<file path="config.mk">
export PLATFORM = sky130hd
export DESIGN_NAME = imem_loader
export DESIGN_NICKNAME = d
export VERILOG_FILES = /design/src/rtl/mips_pkg.sv /design/src/rtl/imem_loader_word_packer.sv /design/src/rtl/imem_loader.sv
export SDC_FILE = /design/constraint.sdc
export NUM_CORES = 1
export LEC_CHECK = 0
export CORE_MARGIN = 3
export CORE_UTILIZATION = 49
export CTS_BUF_LIST = sky130_fd_sc_hd__clkbuf_2
export DETAILED_ROUTE_END_ITERATION = 7
export HOLD_SLACK_MARGIN = 0.02
export PLACE_DENSITY = 0.73
export SLEW_MARGIN = 20
export SYNTH_ARGS = -nofsm -noshare
export SYNTH_HDL_FRONTEND = slang
export SYNTH_SLANG_ARGS = --single-unit
export TNS_END_PERCENT = 50
</file>
<file path="constraint.sdc">
create_clock -name clk -period 4.6 [get_ports clk]
set_clock_uncertainty 0.05 [all_clocks]
set_input_delay 1.38 -clock clk [delete_from_list [all_inputs] [get_ports clk]]
set_output_delay 1.38 -clock clk [all_outputs]
set_load 0.01 [all_outputs]
</file>
<file path="src/rtl/mips_pkg.sv">
// Shared definitions for the instruction-memory loader: state encoding and word width.
package mips_pkg;

  localparam int INS_W = 32;

  typedef enum logic [2:0] {
    IDLE,
    CNT_HI,
    CNT_LO,
    DATA,
    CHK,
    DONE,
    ERR
  } loader_state_t;

endpackage

</file>
<file path="src/rtl/imem_loader_word_packer.sv">
// Packs a big-endian byte stream into 32-bit words; exposes the word completed by the current byte.
module imem_loader_word_packer
  import mips_pkg::*;
(
  input  logic             clk,
  input  logic             rst,
  input  logic             clr,
  input  logic             shift,
  input  logic [7:0]       data,
  output logic [INS_W-1:0] word,
  output logic             last
);

  logic [INS_W-9:0] asm_q;
  logic [1:0]       idx;

  // Only the first three bytes need storing; the fourth is taken straight from the input.
  always_ff @(posedge clk) begin
    if (rst || clr) begin
      asm_q <= '0;
      idx   <= '0;
    end else if (shift) begin
      asm_q <= {asm_q[INS_W-17:0], data};
      idx   <= idx + 2'd1;
    end
  end

  assign word = {asm_q, data};
  assign last = (idx == 2'd3);

endmodule

</file>
<file path="src/rtl/imem_loader.sv">
// UART byte-stream program loader: frames count/payload/checksum and writes instruction memory.
module imem_loader
  import mips_pkg::*;
#(
  parameter int ADDR_W  = 6,
  parameter int TIMEOUT = 50000
) (
  input  logic              clk,
  input  logic              rst,
  input  logic              start,
  input  logic [7:0]        rx_data,
  input  logic              rx_valid,
  output logic              we,
  output logic [INS_W-1:0]  w_ins,
  output logic [ADDR_W-1:0] w_addr,
  output logic              core_rst,
  output logic              busy,
  output logic              done,
  output logic              err
);

  localparam int              TW   = $clog2(TIMEOUT);
  localparam logic [TW-1:0]   TLIM = TW'(TIMEOUT - 1);
  localparam logic [16:0]     CAP  = 17'(1 << ADDR_W);

  loader_state_t    state;
  logic [15:0]      n_q;
  logic [15:0]      wcnt;
  logic [7:0]       chk;
  logic [TW-1:0]    timer;
  logic [15:0]      n_next;
  logic             arm;
  logic [INS_W-1:0] word;
  logic             last;

  assign n_next = {n_q[7:0], rx_data};
  assign arm    = start && (state == IDLE || state == DONE || state == ERR);

  imem_loader_word_packer u_packer (
    .clk   (clk),
    .rst   (rst),
    .clr   (arm),
    .shift (rx_valid && state == DATA),
    .data  (rx_data),
    .word  (word),
    .last  (last)
  );

  // A byte arriving in the timeout cycle is accepted; the timeout only fires on an idle cycle.
  always_ff @(posedge clk) begin
    if (rst) begin
      state    <= IDLE;
      n_q      <= '0;
      wcnt     <= '0;
      chk      <= '0;
      timer    <= '0;
      we       <= 1'b0;
      w_ins    <= '0;
      w_addr   <= '0;
      core_rst <= 1'b0;
      busy     <= 1'b0;
      done     <= 1'b0;
      err      <= 1'b0;
    end else begin
      we <= 1'b0;
      case (state)
        IDLE, DONE, ERR: begin
          if (start) begin
            state    <= CNT_HI;
            core_rst <= 1'b1;
            busy     <= 1'b1;
            done     <= 1'b0;
            err      <= 1'b0;
            chk      <= '0;
            timer    <= '0;
            wcnt     <= '0;
          end
        end
        default: begin
          if (rx_valid) begin
            timer <= '0;
            case (state)
              CNT_HI: begin
                n_q   <= n_next;
                state <= CNT_LO;
              end
              CNT_LO: begin
                n_q <= n_next;
                if (n_next == 16'd0) begin
                  state <= CHK;
                end else if ({1'b0, n_next} > CAP) begin
                  state <= ERR;
                  err   <= 1'b1;
                  busy  <= 1'b0;
                end else begin
                  state <= DATA;
                end
              end
              DATA: begin
                chk <= chk ^ rx_data;
                if (last) begin
                  we     <= 1'b1;
                  w_ins  <= word;
                  w_addr <= wcnt[ADDR_W-1:0];
                  wcnt   <= wcnt + 16'd1;
                  if (wcnt == n_q - 16'd1) begin
                    state <= CHK;
                  end
                end
              end
              CHK: begin
                busy <= 1'b0;
                if (rx_data == chk) begin
                  state    <= DONE;
                  done     <= 1'b1;
                  core_rst <= 1'b0;
                end else begin
                  state <= ERR;
                  err   <= 1'b1;
                end
              end
              default: ;
            endcase
          end else if (timer == TLIM) begin
            state <= ERR;
            err   <= 1'b1;
            busy  <= 1'b0;
          end else begin
            timer <= timer + TW'(1);
          end
        end
      endcase
    end
  end

endmodule
</file>
==> results of run 1 <==
## cells in the mapped netlist (3+ instances only)
master / count / area share (%)
a32oi_1: 3 / 0.43
clkbuf_1: 40 / 2.5
xnor2_1: 24 / 3.5
nor3b_1: 5 / 0.62
o21ai_0: 23 / 1.9
a21o_1: 4 / 0.49
ha_1: 5 / 1.0
nor4_2: 3 / 0.62
buf_1: 3 / 0.19
or2_2: 3 / 0.31
o22ai_1: 3 / 0.31
nand2_1: 187 / 12
nor2_1: 66 / 4.1
buf_2: 5 / 0.41
a21oi_1: 103 / 8.5
nand4_1: 7 / 0.72
dfxtp_1: 128 / 42
a31oi_1: 3 / 0.31
nand2b_1: 6 / 0.62
mux2i_1: 4 / 0.66
nand3b_1: 10 / 1.2
and3_1: 7 / 0.72
nand3_1: 14 / 1.2
nor2b_1: 3 / 0.31
xor2_1: 29 / 4.2
inv_1: 16 / 0.99
or4_1: 3 / 0.37
nor4_1: 6 / 0.62
a22oi_1: 3 / 0.37
nor3_1: 12 / 0.99
## cell usage in the layout (no fill, tap or decap), types with 14 or more instances in the layout
cell / instances
a21oi_1: 103
clkbuf_2: 19
clkdlybuf4s50_1: 53
dfxtp_1: 128
inv_1: 16
nand2_1: 187
nand3_1: 14
nor2_1: 66
o21ai_0: 23
xnor2_1: 24
xor2_1: 29
## power groups by stage
| stage | combinational, mW | sequential, mW | clock (mW) |
|---|---|---|---|
| global placement | 0.914 | 1.31 | 0 |
| CTS | 0.944 | 1.29 | 0.703 |
| global route | 1.05 | 1.31 | 0.760 |
| floorplan | 0.791 | 1.25 | 0 |
| finish | 0.951 | 1.29 | 0.684 |
| detailed placement | 0.937 | 1.31 | 0 |
## final timing paths
path / start / cells after the start / slack, ns / end
max: rx_valid / 7 / 1.23 / chk[1]
max reg2reg: state[2] / 6 / 1.76 / chk[1]
min reg2reg: w_ins[27] / 2 / 0.42 / w_ins[27]
min: w_ins[27] / 2 / 0.42 / w_ins[27]
## layout make-up
cell class,count,area [µm²]
clock buffer,19,95.1
fill,1161,5140
timing repair buffer,63,603
multi-input combinational,581,3240
sequential,128,2560
clock inverter,13,140
tap,168,210
inverter,17,63.8
## critical path: cells and delay by family
kind | cells | cell delay, ns
compound gates | 2 | 0.53
buf+inv | 2 | 0.92
simple gates | 3 | 1.12
## flip-flops by register name, indices dropped and copies added (netlist names), 3 cells and up
signal,count
u_packer.asm_q,24
state,3
w_ins,32
wcnt,16
timer,16
chk,8
n_q,16
w_addr,6
## per-stage QoR
step           util (%)  power, mW
3_3_place_gp       55.4       2.22
5_1_grt            57.3       3.12
2_1_floorplan         -       2.04
4_1_cts            57.3       2.94
6_report           57.3       2.93
3_5_place_dp       55.4       2.25
## routing by layer
layer / up-vias / part of all wire [%] / wire length, µm / global-route usage [%]
met4: 0 / 1.6 / 240 / 7.55
li1: 2691 / - / - / -
met3: 28 / 4.0 / 594 / 5.45
met1: 2549 / 45 / 6720 / 28.1
met2: 134 / 49 / 7210 / 35.8
met5: - / 0 / 0 / 0
## logic make-up after synthesis
logic type,synth area share [%]
and+or+nand+nor,26.8
AOI/OAI and AO/OA,16.1
DFF,42.1
buffers and inverters,4.75
xor gates and xnor gates,7.63
muxes,1.27
adders and majority gates,1.36
==> run_results.csv, run 1 <==
group,metric,value,unit
clock_network,cts_root_buf,"clkbuf_2",
run_status,status,"complete, no violations",
clock_network,cts_max_path_buffers,2,
worst_setup_path,slowest_delay,0.69,ns
final_layout,drive_above_1_share,8.04,%
timing,max-slew-margin-rel,48.5,%
min_path,hp-class,"reg2reg",
clock_network,cts_tree,"yes",
worst_setup_path,arrival,3.96,ns
global_route,grt_pass1_vias,5222,
worst_setup_path,path_class,"in2reg",
routing,drt_first_iter_violations,473,
routing,via_per_inst,5.46,
timing,fin_crit,3.37,ns
timing,whs,0.417,ns
worst_setup_path,endpoint_kind,"flop",
place,dp_worst_setup_slack,0.566,ns
logic_synthesis,synth_edf_count,0,
routing,route.detailed.drc,0,
global_route,grt_max_degree,74,
timing,hold_viol,0,
routing,ant_nets,0,
floorplan,fp.dieH,117,µm
floorplan,pin_count,55,
power,p_switching,1.14,mW
routing,dr_total_vias,5402,
final_layout,final_area,6920,µm²
timing,slew_violations,0,
global_route,grt_first_pass_wirelength,25000,µm
logic_synthesis,syn_inst,777,
global_route,track_usage,21.8,%
power,p_clk_share,23.4,%
clock_network,numCtsBuffers,17,
logic_synthesis,synthFlopType,"dfxtp_1",
timing,tns,0,ns
logic_synthesis,async_flop_share,0,%
clock_network,ctsResizeCount,0,
global_route,antenna_found_initial,0,
final_layout,final_cells,989,
place,dpl.hpwl,10200,µm
clock_network,clkSinkCount,128,
logic_synthesis,syn_area,6080,µm²
floorplan,dieArea,13800,µm²
timing,fin_ws,1.23,ns
power,ir_drop,0.248,mV
place,place_congestion,0.907,
timing,fin_crit_sh,73.2,%
timing,max_freq,297,MHz
final_layout,n_antenna_cell,0,
power,seqPwrFrac,44.1,%
floorplan,coreArea,12100,µm²
worst_setup_path,cpMaxStageDelayCell,"clkdlybuf4s50_1",
logic_synthesis,synth_nets,795,
worst_setup_path,start_kind,"input port",
final_layout,syn_to_final_growth,13.7,%
power,internal_power,1.79,mW
power,p_comb_share,32.5,%
logic_synthesis,ys_types,69,
clock_network,clk_latency,0.70,ns
place,portBuffers,54,
final_layout,nets,826,
worst_setup_path,crit_chain,"clkdlybuf4s50_1 -> inv_1 -> a22oi_1 -> nand3_1 -> nor2_1 -> nand3b_1 -> a21oi_1",
logic_synthesis,yosysWarningCount,0,
power,powerDensity,423,nW/µm²
floorplan,start_util,50.4,%
routing,routed_wirelength,14800,µm
power,power.leakage,2.35,nW
worst_setup_path,crit_required,5.19,ns
timing,rsz0062_at_grt,"false",
place,placed_cells,957,
floorplan,num_rows,40,
logic_synthesis,seq_area_frac_synth,42.1,%
clock_network,htree_num_levels,4,
routing,dr.pass1.iters,6,
floorplan,die_w,117,µm
power,p_sw_share,39.0,%
clock_network,clkTransAtPathRegs,0.20,ns
global_route,grt_overflow,0,
job,cap_viol_max_count,0,
timing,worstMarginPinSlew,0.772,ns
logic_synthesis,postSynthAreaPerCell,7.83,µm²
routing,wl_per_cell,14.9,µm
logic_synthesis,ys_ff_latch,128,
worst_setup_path,cp_max_fo,11,
place,dpl_cell_area,6680,µm²
timing,setup_viol,0,
clock_network,postCtsSetupRepairBufs,0,
clock_network,ctsHoldBuffers,0,
Note: power is estimated with default switching activity, not from simulation.
==> inputs of run 2 (changes only) <==
==> constraint.sdc (replaced) <==
create_clock -name clk -period 3.5 [get_ports clk]
set_clock_uncertainty 0.05 [all_clocks]
set_input_delay 1.05 -clock clk [delete_from_list [all_inputs] [get_ports clk]]
set_output_delay 1.05 -clock clk [all_outputs]
set_load 0.01 [all_outputs]
==> run_results.csv, run 2 (synthesized netlist as in run 1, its figures left out) <==
group,metric,value,unit
timing,setup_viol,0,
floorplan,coreArea,12100,µm²
timing,max-slew-margin-rel,53.0,%
final_layout,fill_cells,1116,
worst_setup_path,endpoint_kind,"flop",
final_layout,layout_common_cells,"nand2_1 (187), dfxtp_1 (128), a21oi_1 (103)",
worst_setup_path,path_class,"reg2reg",
routing,via_per_inst,5.52,
final_layout,final_common_cell,"nand2_1",
global_route,grt_pass1_vias,5438,
clock_network,postCtsSetupRepairBufs,0,
place,dpl_cell_area,6780,µm²
worst_setup_path,cp_max_fo,6,
floorplan,num_rows,40,
timing,hold_viol,0,
final_layout,reg.largest.list,"w_ins x32, u_packer.asm_q x24",
timing,fin_crit,2.85,ns
global_route,grt_first_pass_wirelength,26100,µm
timing,fin_crit_sh,81.3,%
floorplan,start_util,50.4,%
routing,route.detailed.drc,0,
routing,dr.pass1.iters,5,
floorplan,dieArea,13800,µm²
job,cap_viol_max_count,0,
clock_network,clk_latency,0.69,ns
clock_network,ctsHoldBuffers,0,
routing,routed_wirelength,15300,µm
final_layout,nets,837,
final_layout,drive_above_1_share,9.38,%
clock_network,numCtsBuffers,17,
timing,slew_violations,0,
final_layout,syn_to_final_growth,16.2,%
global_route,antenna_found_initial,0,
floorplan,fp.dieH,117,µm
final_layout,final_area,7070,µm²
min_path,hp-class,"reg2reg",
final_layout,largest_reg_flops,32,
clock_network,cts_tree,"yes",
worst_setup_path,crit_required,4.03,ns
global_route,grt_overflow,0,
place,dpl.hpwl,10900,µm
power,ir_drop,0.337,mV
power,totalPowerFinal,4.09,mW
power,powerDensity,579,nW/µm²
worst_setup_path,reg2reg_depth,8,
clock_network,ctsResizeCount,0,
global_route,track_usage,22.8,%
clock_network,cts_max_path_buffers,2,
routing,ant_nets,0,
min_path,worstHoldPathCells,2,
place,portBuffers,54,
routing,wl_per_cell,15.3,µm
timing,max_freq,351,MHz
final_layout,largest_register,"w_ins",
timing,tns,0,ns
routing,dr_total_vias,5523,
final_layout,n_antenna_cell,0,
power,power.leakage,2.46,nW
clock_network,cts_root_buf,"clkbuf_2",
place,place_congestion,0.914,
floorplan,pin_count,55,
timing,rsz0062_at_grt,"false",
worst_setup_path,start_kind,"flop",
global_route,grt_max_degree,47,
routing,drt_first_iter_violations,480,
clock_network,clkTransAtPathRegs,0.18,ns
run_status,status,"complete, no violations",
clock_network,clkSinkCount,128,
clock_network,htree_num_levels,4,
timing,worstMarginPinSlew,0.699,ns
floorplan,die_w,117,µm
worst_setup_path,arrival,3.37,ns
-- run 2: cell types whose count changed in the layout (fill, tap and decap cells not counted), sizes merged --
cell      previous run  this run
clkbuf              19        22
bufinv               2         5
buf                 10        21
inv                 17        16
clkinvlp             6         1
-- run 2: final timing paths --
path                                   to  slack [ns]                from
worst max-delay path             state[0]        0.65              n_q[0]
worst min-delay path            w_ins[29]        0.41  u_packer.asm_q[21]
worst max register to register   state[0]        0.65              n_q[0]
worst min register to register  w_ins[29]        0.41  u_packer.asm_q[21]
-- run 2: critical path: stages (launching register included) --
cell     delay (ns)
dfxtp_1        0.42
inv_1          0.11
ha_1           0.27
or3b_1         0.44
or3_1          0.37
a221o_1        0.37
nor4_2         0.37
a31oi_2        0.20
mux2i_1        0.15
-- run 2: report_power, final --
part	switching, mW	total [mW]	leakage [nW]	internal (mW)
sequential	0.151	1.70	1.03	1.55
combinational	0.794	1.30	1.25	0.504
clock	0.542	1.10	0.178	0.556
-- run 2: area by class of cell --
type | count | area (µm²) | share of cell area [%]
multi-input cells | 581 | 3240 | 45.8
flip-flops and latches | 128 | 2560 | 36.2
repair buffers | 74 | 698 | 9.87
well taps | 168 | 210 | 2.97
clock inverters | 10 | 185 | 2.62
clock buffers | 22 | 110 | 1.56
inverters | 17 | 63.8 | 0.902
-- run 2: stage by stage --
stage | cells | hold slack, ns | util, % | setup WS (ns)
after floorplan | 777 | 0.382 | - | 0.899
after global placement | 968 | 0.394 | 56.2 | 0.299
after detailed placement | 968 | 0.395 | 56.2 | 0.230
after CTS | 1000 | 0.417 | 58.6 | 0.673
after global routing | 1000 | 0.432 | 58.6 | 0.520
final | 1000 | 0.413 | 58.6 | 0.655
-- run 2: per-layer routing --
layer  global-route usage, %  wire [µm]  vias to the layer above
met1                    28.1       6670                     2643
met5                       0          0                        -
met4                    7.70        244                        0
li1                        -          -                     2714
met3                    5.06        738                       20
met2                    39.3       7600                      146
